--- src/rtl/cash_fetch_arbiter_pkg.sv ---
// cash_fetch_arbiter_pkg: shared encodings and defaults for the cash read-port arbiter.
// Rev 1.0
`default_nettype none

package cash_fetch_arbiter_pkg;

  localparam int ADDR_WIDTH_DEF = 16;
  localparam int DATA_WIDTH_DEF = 8;
  localparam int IR_BURST_DEF   = 8;

  typedef logic [2:0] state_t;

  localparam state_t S_IDLE     = 3'b001;
  localparam state_t S_IR_BURST = 3'b010;
  localparam state_t S_DATA_RD  = 3'b100;

  localparam logic REQ_IR   = 1'b0;
  localparam logic REQ_DATA = 1'b1;

endpackage

`default_nettype wire

--- src/rtl/cash_rr_arbiter.sv ---
// cash_rr_arbiter: two-requester round-robin grant; block_ir masks the IR requester.
// Rev 1.0
`default_nettype none

module cash_rr_arbiter
  import cash_fetch_arbiter_pkg::*;
(
  input  logic clk,
  input  logic rst,
  input  logic enable,
  input  logic ir_req,
  input  logic data_req,
  input  logic block_ir,
  output logic gnt_ir,
  output logic gnt_data
);

  logic last_grant;
  logic ir_eligible;

  assign ir_eligible = ir_req & ~block_ir;

  // On a tie the requester that did not win last time gets the port.
  assign gnt_ir   = enable & ir_eligible & (~data_req | (last_grant == REQ_DATA));
  assign gnt_data = enable & data_req & (~ir_eligible | (last_grant == REQ_IR));

  always_ff @(posedge clk) begin
    if (rst) begin
      last_grant <= REQ_DATA;
    end else if (gnt_ir) begin
      last_grant <= REQ_IR;
    end else if (gnt_data) begin
      last_grant <= REQ_DATA;
    end
  end

endmodule

`default_nettype wire

--- src/rtl/cash_fetch_arbiter.sv ---
// cash_fetch_arbiter: shares the cash read port between the IR-block loader and the data loader.
// Rev 1.0
`default_nettype none

module cash_fetch_arbiter
  import cash_fetch_arbiter_pkg::*;
#(
  parameter int ADDR_WIDTH = ADDR_WIDTH_DEF,
  parameter int DATA_WIDTH = DATA_WIDTH_DEF,
  parameter int IR_BURST   = IR_BURST_DEF
) (
  input  logic                  clk,
  input  logic                  rst,
  input  logic                  i_ir_req,
  input  logic [ADDR_WIDTH-1:0] i_ir_addr,
  output logic                  o_ir_gnt,
  output logic                  o_ir_valid,
  output logic [2:0]            o_ir_index,
  output logic                  o_ir_done,
  input  logic                  i_data_req,
  input  logic [ADDR_WIDTH-1:0] i_data_addr,
  output logic                  o_data_gnt,
  output logic                  o_data_valid,
  input  logic                  i_flush,
  output logic                  o_mem_rd,
  output logic [ADDR_WIDTH-1:0] o_mem_addr,
  input  logic                  i_mem_ready,
  input  logic [DATA_WIDTH-1:0] i_mem_rdata,
  output logic [DATA_WIDTH-1:0] o_rdata
);

  localparam int                    BEAT_W    = $clog2(IR_BURST);
  localparam logic [BEAT_W-1:0]     LAST_BEAT = BEAT_W'(IR_BURST - 1);
  localparam logic [ADDR_WIDTH-1:0] BEAT_MASK = ADDR_WIDTH'(IR_BURST - 1);

  state_t                state;
  state_t                state_next;
  logic [BEAT_W-1:0]     beat;
  logic [ADDR_WIDTH-1:0] addr;
  logic                  arb_enable;
  logic                  gnt_ir;
  logic                  gnt_data;
  logic                  beat_last;

  assign arb_enable = (state == S_IDLE) & ~rst;
  assign beat_last  = (beat == LAST_BEAT);
  assign o_ir_gnt   = gnt_ir;
  assign o_data_gnt = gnt_data;

  cash_rr_arbiter u_arb (
    .clk      (clk),
    .rst      (rst),
    .enable   (arb_enable),
    .ir_req   (i_ir_req),
    .data_req (i_data_req),
    .block_ir (i_flush),
    .gnt_ir   (gnt_ir),
    .gnt_data (gnt_data)
  );

  always_ff @(posedge clk) begin
    if (rst) begin
      state <= S_IDLE;
    end else begin
      state <= state_next;
    end
  end

  always_comb begin
    state_next = S_IDLE;
    case (state)
      S_IDLE: begin
        if (gnt_ir) begin
          state_next = S_IR_BURST;
        end else if (gnt_data) begin
          state_next = S_DATA_RD;
        end else begin
          state_next = S_IDLE;
        end
      end
      S_IR_BURST: begin
        if (i_flush || (i_mem_ready && beat_last)) begin
          state_next = S_IDLE;
        end else begin
          state_next = S_IR_BURST;
        end
      end
      S_DATA_RD: state_next = i_mem_ready ? S_IDLE : S_DATA_RD;
      default:   state_next = S_IDLE;
    endcase
  end

  always_comb begin
    o_mem_rd   = 1'b0;
    o_mem_addr = addr;
    case (state)
      S_IR_BURST: begin
        o_mem_rd   = 1'b1;
        o_mem_addr = {addr[ADDR_WIDTH-1:BEAT_W], beat};
      end
      S_DATA_RD: o_mem_rd = 1'b1;
      default:   o_mem_rd = 1'b0;
    endcase
  end

  // A ready that coincides with a flush is dropped: no strobe, no rdata update.
  always_ff @(posedge clk) begin
    if (rst) begin
      addr         <= '0;
      beat         <= '0;
      o_rdata      <= '0;
      o_ir_valid   <= 1'b0;
      o_ir_index   <= '0;
      o_ir_done    <= 1'b0;
      o_data_valid <= 1'b0;
    end else begin
      o_ir_valid   <= 1'b0;
      o_ir_done    <= 1'b0;
      o_data_valid <= 1'b0;
      case (state)
        S_IDLE: begin
          if (gnt_ir) begin
            addr <= i_ir_addr & ~BEAT_MASK;
            beat <= '0;
          end else if (gnt_data) begin
            addr <= i_data_addr;
          end
        end
        S_IR_BURST: begin
          if (i_flush) begin
            beat <= '0;
          end else if (i_mem_ready) begin
            o_rdata    <= i_mem_rdata;
            o_ir_valid <= 1'b1;
            o_ir_index <= 3'(beat);
            o_ir_done  <= beat_last;
            beat       <= beat + 1'b1;
          end
        end
        S_DATA_RD: begin
          if (i_mem_ready) begin
            o_rdata      <= i_mem_rdata;
            o_data_valid <= 1'b1;
          end
        end
        default: beat <= '0;
      endcase
    end
  end

endmodule

`default_nettype wire

--- config.mk ---
export PLATFORM = sky130hd
export DESIGN_NAME = cash_fetch_arbiter
export DESIGN_NICKNAME = d
export VERILOG_FILES = /design/src/rtl/cash_fetch_arbiter_pkg.sv /design/src/rtl/cash_rr_arbiter.sv /design/src/rtl/cash_fetch_arbiter.sv
export SDC_FILE = /design/constraint.sdc
export NUM_CORES = 1
export LEC_CHECK = 0
export CORE_ASPECT_RATIO = 0.6
export CORE_UTILIZATION = 45
export CTS_CLUSTER_DIAMETER = 80
export DETAILED_ROUTE_END_ITERATION = 8
export PLACE_DENSITY_LB_ADDON = 0.1
export SYNTH_ARGS = -nofsm -noshare
export SYNTH_HDL_FRONTEND = slang
export SYNTH_SLANG_ARGS = --single-unit
--- constraint.sdc ---
create_clock -name clk -period 3.3 [get_ports clk]
set_input_delay 0.825 -clock clk [delete_from_list [all_inputs] [get_ports clk]]
set_output_delay 0.825 -clock clk [all_outputs]
set_load 0.01 [all_outputs]
After elaboration in Yosys (flattened, before gate mapping)
Cells that the tools add are included.
Widths: inputs -> output; s select.
{"block": "op_classes", "n_addsub": 1, "bitwise": 16, "n_reduce_logical": 12, "n_eq_ne": 7, "mux": 19}
{"cell": "$mux 16", "count": 2}
{"cell": "$mux 3", "count": 7}
{"cell": "$pmux 3 s3", "count": 2}
{"cell": "$mux 8", "count": 2}
{"cell": "$pmux 8 s2", "count": 1}
{"cell": "$not 1->1", "count": 8}
{"cell": "$and 1x1->1", "count": 6}
{"cell": "$eq 3x3->1 const B", "count": 2}
{"cell": "$reduce_and 3->1", "count": 2}
{"cell": "$mux 1", "count": 4}
{"cell": "$ne 2x2->1 const B", "count": 2}
{"cell": "$reduce_and 2->1", "count": 2}
{"cell": "$reduce_bool 2->1", "count": 2}
{"cell": "$reduce_or 2->1", "count": 2}
{"cell": "$reduce_or 4->1", "count": 1}
{"cell": "$add 3x1->3 const B", "count": 1}
{"cell": "$eq 3x1->1 const B", "count": 1}
{"cell": "$eq 3x2->1 const B", "count": 1}
{"cell": "$ne 3x3->1 const B", "count": 1}
{"cell": "$reduce_or 3->1", "count": 1}
{"cell": "$mux 2", "count": 1}
{"cell": "$or 1x1->1", "count": 2}
{"cell": "$logic_and 1x1->1", "count": 1}
{"cell": "$logic_or 1x1->1", "count": 1}
{"block": "totals", "in_bits": 46, "elab_cells": 64, "regBits": 37}

Depth between registers and ports, before layout
Gate-level depths: netlist (run 1).
{"block": "depth", "word_depth": 8, "mapped_depth": 7, "mapped_depth_nobuf": 5}

Cells and area by module
Synthesis (run 1) repeated with hierarchy kept, for this count alone.
{"block": "hier_totals", "hier_cells": 220, "area_unflattened_um2": 1993.2}
{"module": "cash_fetch_arbiter", "instances": 1, "cells_each": 211, "area_each_um2": 1921.8, "seq_area_each_um2": 720.7}
{"module": "cash_rr_arbiter", "instances": 1, "cells_each": 9, "area_each_um2": 71.3, "seq_area_each_um2": 20.0}

Worst setup path before layout (run 1)
OpenSTA, ideal clock, no wires.
{"block": "synth_timing", "path_kind": "input to output", "from": "input port rst", "to": "output port o_data_gnt", "arrival_ns": 2.011, "path_buffers": 1, "slack_ns": 0.464, "path_stages": 3, "cell_sequence": "buf_2 or4b_4 a211oi_1"}
{"block": "synth_via", "elab_chain_len": 4}
{"item": "from (decl)", "line": "cash_fetch_arbiter.sv:13", "text": "input logic rst,"}
{"item": "$not 1->1", "line": "cash_fetch_arbiter.sv:45", "text": "assign arb_enable = (state == S_IDLE) & ~rst;"}
{"item": "$and 1x1->1", "line": "cash_fetch_arbiter.sv:45"}
{"item": "$and 1x1->1 (2 in series)", "line": "cash_rr_arbiter.sv:25", "text": "assign gnt_data = enable & data_req & (~ir_eligible | (last_grant == REQ_IR));"}
{"item": "to (decl)", "line": "cash_fetch_arbiter.sv:22", "text": "output logic o_data_gnt,"}
No other way between the ends.

Worst setup path after layout (run 1)
Same ends and word-level chain as after synthesis.

==> impl_results.md, run 1 <==
* Status: finished, final reports clean
* Worst hold slack at ~0.50 ns
* Pleak at 1.08 nW
* Synth top area cells: dfxtp_1 42%, nor2_1 6.8%, buf_4 6.3%, mux2i_1 6.2%, a311oi_2 5.9%
* Total CTS buffers at 5
* Critical Path AT at between 2 and 2.5 ns
* Final ANT Viol Nets at 0
* Clock skew at between 0.003 and 0.004 ns
* Nets at 310
* First-pass GRT wire length at between 6 and 7 mm
* I/O pin count at 79
* Drt initial violations at 37
* Antenna violations before repair at 0
* Final setup violating endpoints at 0
* GR Overflow Total at 0
* Clock sinks at 37
* Tot GR Track Use at 0.212
* Syn avg cell area at between 9 and 10 sq um
* Overall power at slightly above 1 mW
* Antenna cells at 0
* Part of the Yosys area used for sequential elements at 0.417
* Worst EP required at roughly 2.5 ns
* Reg clk slew, reported paths at approximately 0.070 ns
* Syn_nets at approximately 240
* Placed cells at around 300
* Die area at ~4200 sq um
* Vias in the first global route at around 1,400
* VDD IR max at approximately 210 uV
* Type of the worst setup path: input port to output pin
* Area leader, netlist: dfxtp_1
* Max-cap violations at 0
* Area grow syn2layout at 46.0%
* Minimum clock period after layout at roughly 3.2 ns
* Cell Area, Synth at approximately 1800 sq um
* Via count at between 1,500 and 2,000
* # DRC at 0
* Starting Density at 0.478
* Vias/cell at approximately 5
* Largest net degree at the start of global routing at 35
* Library cells used by synthesis at 36
* Cell Area, Placed at ~2500 sq um
* Non-Filler Instances at 310
* Core area at 3720 sq um
* PortBufs at 75
* DPL Wire Length at around 3 mm
* Yosys warns at 0
* Die Span Y at ~51 um
* Final instance area at roughly 2600 sq um
* Post-place setup slack at -0.226 ns
* Row cnt at 17
* Final worst slack at about 0.13 ns
* Slew margin rel. at 0.603
* H-tree Lvls at 2
* Final wirelength at slightly above 4 mm
* CTS tree: built
* DR pass1 iterations at 4
* Slew @ Worst Pin at between 0.5 and 0.6 ns
* Clk Latency, worst-skew pair at about 0.28 ns
* Layout cells sized above 1 at 0.125
* Crit path launch type: input port
* Fin crit share at 0.961
* Setup crit end kind: output pin
* Final Max Slew Viols at 0
* Gpl congestion at ~0.76
* Synth top area share at 0.417
* Drt wl/cell at between 10 and 15 um
* Bufs on Longest Clock Path at 2
* Worst min-delay path category: flip-flop to flip-flop
* Hold Violations, Final at 0
* RSZ-0062 raised after global routing: no
* Die X at 83.2 um
* FMAX at roughly 320 MHz
* Post-synthesis register bit count at 37
* Max FO, Critical Path at 2
* Pwr Density at ~390 nW/um^2
* Cells after synthesis at approximately 200
* Root buffer cell: clkbuf_8
sequential cells by signal (all words and copies together) (netlist names):
| signal | count |
|---|---|
| addr | 16 |
| o_rdata | 8 |
| beat | 3 |
| o_ir_index | 3 |
| state | 3 |
| o_data_valid | 1 |
| o_ir_done | 1 |
| o_ir_valid | 1 |
| u_arb.last_grant | 1 |
worst paths after layout:
check,from,to,slack [ns],cells past startpoint
max,rst,o_data_gnt,0.13,4
min,addr[4],addr[4],0.50,2
max reg2reg,state[0],addr[13],1.25,6
min reg2reg,addr[4],addr[4],0.50,2
cell families (layout without fill, tap and decap cells):
| family | Yosys count | after routing | share of synthesized area |
|---|---|---|---|
| adder cells (fa/ha/maj) | 2 | 2 | 0.0141 |
| AO/OA/AOI/OAI | 32 | 32 | 0.170 |
| multiplexers | 15 | 15 | 0.0873 |
| AND/OR/NAND/NOR | 80 | 80 | 0.211 |
| flip-flops | 37 | 37 | 0.417 |
| buffers and inverters | 28 | 96 | 0.0957 |
| XOR/XNOR | 1 | 1 | 0.00493 |
routing by layer:
metal | GRT usage | routed length, um | vias up
met1 | 0.299 | 2040 | 701
met5 | 0 | 0 | -
met4 | 0.0862 | 53 | 0
met3 | 0.0526 | 242 | 4
met2 | 0.309 | 1790 | 53
li1 | - | - | 810
layout by cell type, fill, tap and decap left out, types with 2 or more instances in the layout:
cell / Yosys / final
a21oi_1: 2 / 2
a22o_1: 2 / 2
a22oi_1: 3 / 3
a311oi_1: 6 / 6
a311oi_2: 7 / 7
buf_4: 15 / 12
clkbuf_8: 0 / 5
clkdlybuf4s50_1: 0 / 73
clkinv_2: 0 / 2
dfxtp_1: 37 / 37
dlygate4sd2_1: 0 / 2
ha_1: 2 / 2
mux2_2: 4 / 4
mux2i_1: 11 / 11
nand2_1: 17 / 17
nand2b_1: 2 / 2
nand3_1: 13 / 13
nor2_1: 32 / 32
nor2b_1: 4 / 4
nor3_1: 4 / 4
nor3b_1: 3 / 3
o21bai_1: 3 / 3
cell usage after synthesis:
cell / instances
nand2b_1: 2
and4b_1: 1
a311oi_1: 6
dfxtp_1: 37
mux2i_1: 11
nor2b_1: 4
nor2_1: 32
a211oi_1: 2
buf_6: 1
buf_2: 1
a211o_1: 1
a21oi_1: 2
ha_1: 2
a22o_1: 2
o21bai_1: 3
a221o_1: 1
nand2_1: 17
clkbuf_1: 10
nor3_1: 4
a31oi_1: 1
buf_4: 15
o21ai_2: 1
a22oi_1: 3
nor3b_1: 3
a2bb2oi_1: 1
or4b_4: 1
o21ba_1: 1
and2_1: 1
xnor2_1: 1
o21ai_0: 1
nand3_1: 13
nor4b_1: 1
a311oi_2: 7
inv_1: 1
mux2_2: 4
or2b_1: 1
layout make-up:
cell class | instances | area (sq um)
clock buffers | 6 | 72.6
clock inverters | 2 | 10.0
fillers | 311 | 1130
inverters | 1 | 3.75
multi-input cells | 130 | 872
flip-flops and latches | 37 | 741
well taps | 47 | 58.8
repair buffers | 87 | 838
power by group:
part	switching [mW]	total [mW]	internal [mW]	leakage [nW]
combinational	0.0959	0.228	0.132	0.731
clock	0.153	0.299	0.146	0.0450
sequential	0.0147	0.484	0.469	0.301
critical path, cell delays in order:
cell             delay, ns
clkdlybuf4s50_1       0.42
or4b_4                0.53
a211oi_2              0.27
dlygate4sd2_1         0.30
metrics by stage:
step / util / setup TNS [ns]
2_1_floorplan: - / 0
3_3_place_gp: 0.675 / -0.324
3_5_place_dp: 0.675 / -0.324
4_1_cts: 0.697 / 0
5_1_grt: 0.697 / 0
6_report: 0.697 / 0
repair_timing:
action,in CTS,in global routing
setup buffers,0,0
hold buffers,0,0
gates resized for setup,3,0
endpoints found under the setup margin,2,0
(Power assumes the default switching activity.)
==> run 2, diff against run 1 <==
SETUP_SLACK_MARGIN = 0.05   (was default)
==> results of run 2 <==
Final layout, timing and power as in run 1 (identical DEF).
==> run 3, diff against run 2 <==
--- a/config.mk
+++ b/config.mk
@@ -7,5 +7,6 @@
 export LEC_CHECK = 0
+export CELL_PAD_IN_SITES_DETAIL_PLACEMENT = 1
+export CELL_PAD_IN_SITES_GLOBAL_PLACEMENT = 1
 export CORE_ASPECT_RATIO = 0.6
-export CORE_UTILIZATION = 45
-export CTS_CLUSTER_DIAMETER = 80
+export CORE_UTILIZATION = 32
 export DETAILED_ROUTE_END_ITERATION = 8
==> constraint.sdc (replaced) <==
create_clock -name clk -period 3.3 [get_ports clk]
set_input_delay 0.66 -clock clk [delete_from_list [all_inputs] [get_ports clk]]
set_output_delay 0.66 -clock clk [all_outputs]
set_load 0.01 [all_outputs]
==> run 3 against run 2 <==
  * The run now ends with DRC left
  * Critical endpoint is now o_ir_gnt
  * Largest cell class unchanged
  * Final cell count up 5.2%
  * Global-route usage decreased by 3.7 points
  * Largest power group unchanged
  * Die area increased by 39%
==> impl_results.md, run 3 (synthesized netlist as in run 1, its figures left out) <==
* Status: complete, but fails checks
* Failing checks: DRC
* PortBufs at 75 (unchanged)
* Slew margin rel. at 0.590 (-0.0125)
* VDD IR max at 142 uV (-32%)
* Max FO, Critical Path at 4 (+2)
* Drt wl/cell at 15.1 um (+14%)
* Crit path launch: rst
* Total negative slack at 0 ns (unchanged)
* Critical Path AT at 2.37 ns (+0.02 ns)
* Area grow syn2layout at 46.4%
* Reg clk slew, reported paths at 0.07 ns (about the same)
* Clock skew at 0.00212 ns (-0.00102 ns)
* Largest register FFs at 16 (unchanged)
* Layout cells sized above 1 at 0.115 (-0.0101)
* GR Overflow Total at 0 (unchanged)
* Max-cap violations at 0 (unchanged)
* Vias/cell at 4.84 (-4.2%)
* Type of the worst setup path: input port to output pin
* Total CTS buffers at 5 (unchanged)
* Worst reg2reg endpoint: addr[5]
* Via count at 1,579 (+0.70%)
* Hold_buf cts at 0 (unchanged)
* Hold Violations, Final at 0 (unchanged)
* R2R depth at 5 (-1)
* Nets at 307 (-0.97%)
* DR pass1 iterations at 6 (+2)
* Tot GR Track Use at 0.175 (-0.0372)
* First-pass GRT wire length at 7.92 mm (+16%)
* Drt initial violations at 76 (+110%)
* Die Span Y at 59.7 um (+18%)
* Post-place setup slack at -0.0188 ns (+0.207 ns)
* Row cnt at 20 (+3)
* Final setup violating endpoints at 0 (unchanged)
* Setup crit end kind: output pin
* Fin crit share at 0.918 (-0.0434)
* Pwr Density at 391 nW/um^2 (+0.54%)
* Final worst slack at 0.271 ns (+0.143 ns)
* FMAX at 330 MHz (+4.7%)
* Antenna violations before repair at 0 (unchanged)
* I/O pin count at 79 (unchanged)
* Largest registers: addr (16), o_rdata (8)
* Reg2Reg Setup Slack at 1.31 ns (+0.06 ns)
* Root buffer cell: clkbuf_8
* Reg2reg start: state[0]
* RSZ-0062 raised after global routing: no
* Worst hold slack at 0.495 ns (-0.000734 ns)
* Final ANT Viol Nets at 0 (unchanged)
* Largest register by flop count: addr
* Antenna cells at 0 (unchanged)
* # DRC at 6 (+6)
* Crit path launch type: input port
* Placed cells at 318 (+5.3%)
* Bufs on Longest Clock Path at 2 (unchanged)
* Most common cell after layout, fill and taps aside: clkdlybuf4s50_1
* Postcts setup bufs at 0 (unchanged)
* Largest net degree at the start of global routing at 35 (unchanged)
* Worst EP required at 2.64 ns (+0.17 ns)
* Vias in the first global route at 1,568 (+8.3%)
* Die X at 98.2 um (+18%)
* Final Max Slew Viols at 0 (unchanged)
* Most frequent cells in the layout: 74 x clkdlybuf4s50_1, 37 x dfxtp_1, 32 x nor2_1
* Crit path to: o_ir_gnt
* Clock sinks at 37 (unchanged)
* Non-Filler Instances at 326 (+5.2%)
* CTS tree: built
* H-tree Lvls at 2 (unchanged)
* Starting Density at 0.342 (-0.136)
* Core area at 5200 sq um (+40%)
* Minimum clock period after layout at 3.03 ns (-0.143 ns)
* Final core utilization at 0.500 (-0.197)
* Worst min-delay path category: flip-flop to flip-flop
* Slew @ Worst Pin at 0.615 ns (+0.0187 ns)
* Die area at 5870 sq um (+39%)
* Final wirelength at 4.94 mm (+20%)
* Clk Latency, worst-skew pair at 0.28 ns (about the same)
* DPL Wire Length at 3.66 mm (+23%)
* Pleak at 1.07 nW (-0.60%)
* Gpl congestion at 0.703 (-7.4%)
run 3: cell types whose count changed in the layout (fill, tap and decap cells not counted), sizes merged:
cell / previous run / this run
dlymetal6s2s: 0 / 1
dlygate4sd2: 2 / 0
clkdlybuf4s50: 73 / 74
buf: 12 / 9
run 3: worst min-delay path by stage:
stage / from / end / slack, ns / cells past startpoint
after floorplan: addr[0] / addr[0] / 0.46 / 2
after global placement: o_rdata[3] / o_rdata[3] / 0.48 / 2
after detailed placement: o_rdata[5] / o_rdata[5] / 0.49 / 2
after CTS: state[1] / state[2] / 0.50 / 1
after global routing: addr[9] / addr[9] / 0.52 / 2
final: o_ir_index[1] / o_ir_index[1] / 0.50 / 2
run 3: area by class of cell:
cell class / count / area, sq um
Sequential cell: 37 / 741
Clock inverter: 2 / 10.0
Fill cell: 630 / 2600
Inverter: 1 / 3.75
Timing Repair Buffer: 84 / 821
Multi-Input combinational cell: 130 / 872
Clock buffer: 6 / 72.6
Tap cell: 66 / 82.6
run 3: critical path: stages:
cell and delay, ns:
clkdlybuf4s50_1 0.45, or4b_4 0.56, nor2_1 0.13, clkdlybuf4s50_1 0.57
run 3: where the power goes:
group	leakage (nW)	internal [mW]	switching (mW)
registers	0.301	0.469	0.0144
clock network	0.0450	0.146	0.158
logic	0.724	0.129	0.101
run 3: per-layer routing:
metal | share of wire | up-vias | GRT usage | wire [um]
li1 | - | 802 | - | -
met1 | 0.53 | 731 | 0.260 | 2620
met2 | 0.41 | 42 | 0.256 | 2010
met3 | 0.052 | 4 | 0.0374 | 258
met4 | 0.0089 | 0 | 0.0448 | 44
met5 | 0 | - | 0 | 0
run 3: metrics by stage:
stage               cell area (sq um)  power, mW
floorplan                        1780      0.627
global placement                 2510      0.722
detailed placement               2510      0.725
CTS                              2600       1.03
global route                     2600       1.07
finish                           2600       1.02
run 3: timing repair:
action,4_1_cts,5_1_grt
gates resized for setup,1,1
pin swaps,0,0
setup endpoints to repair,1,1
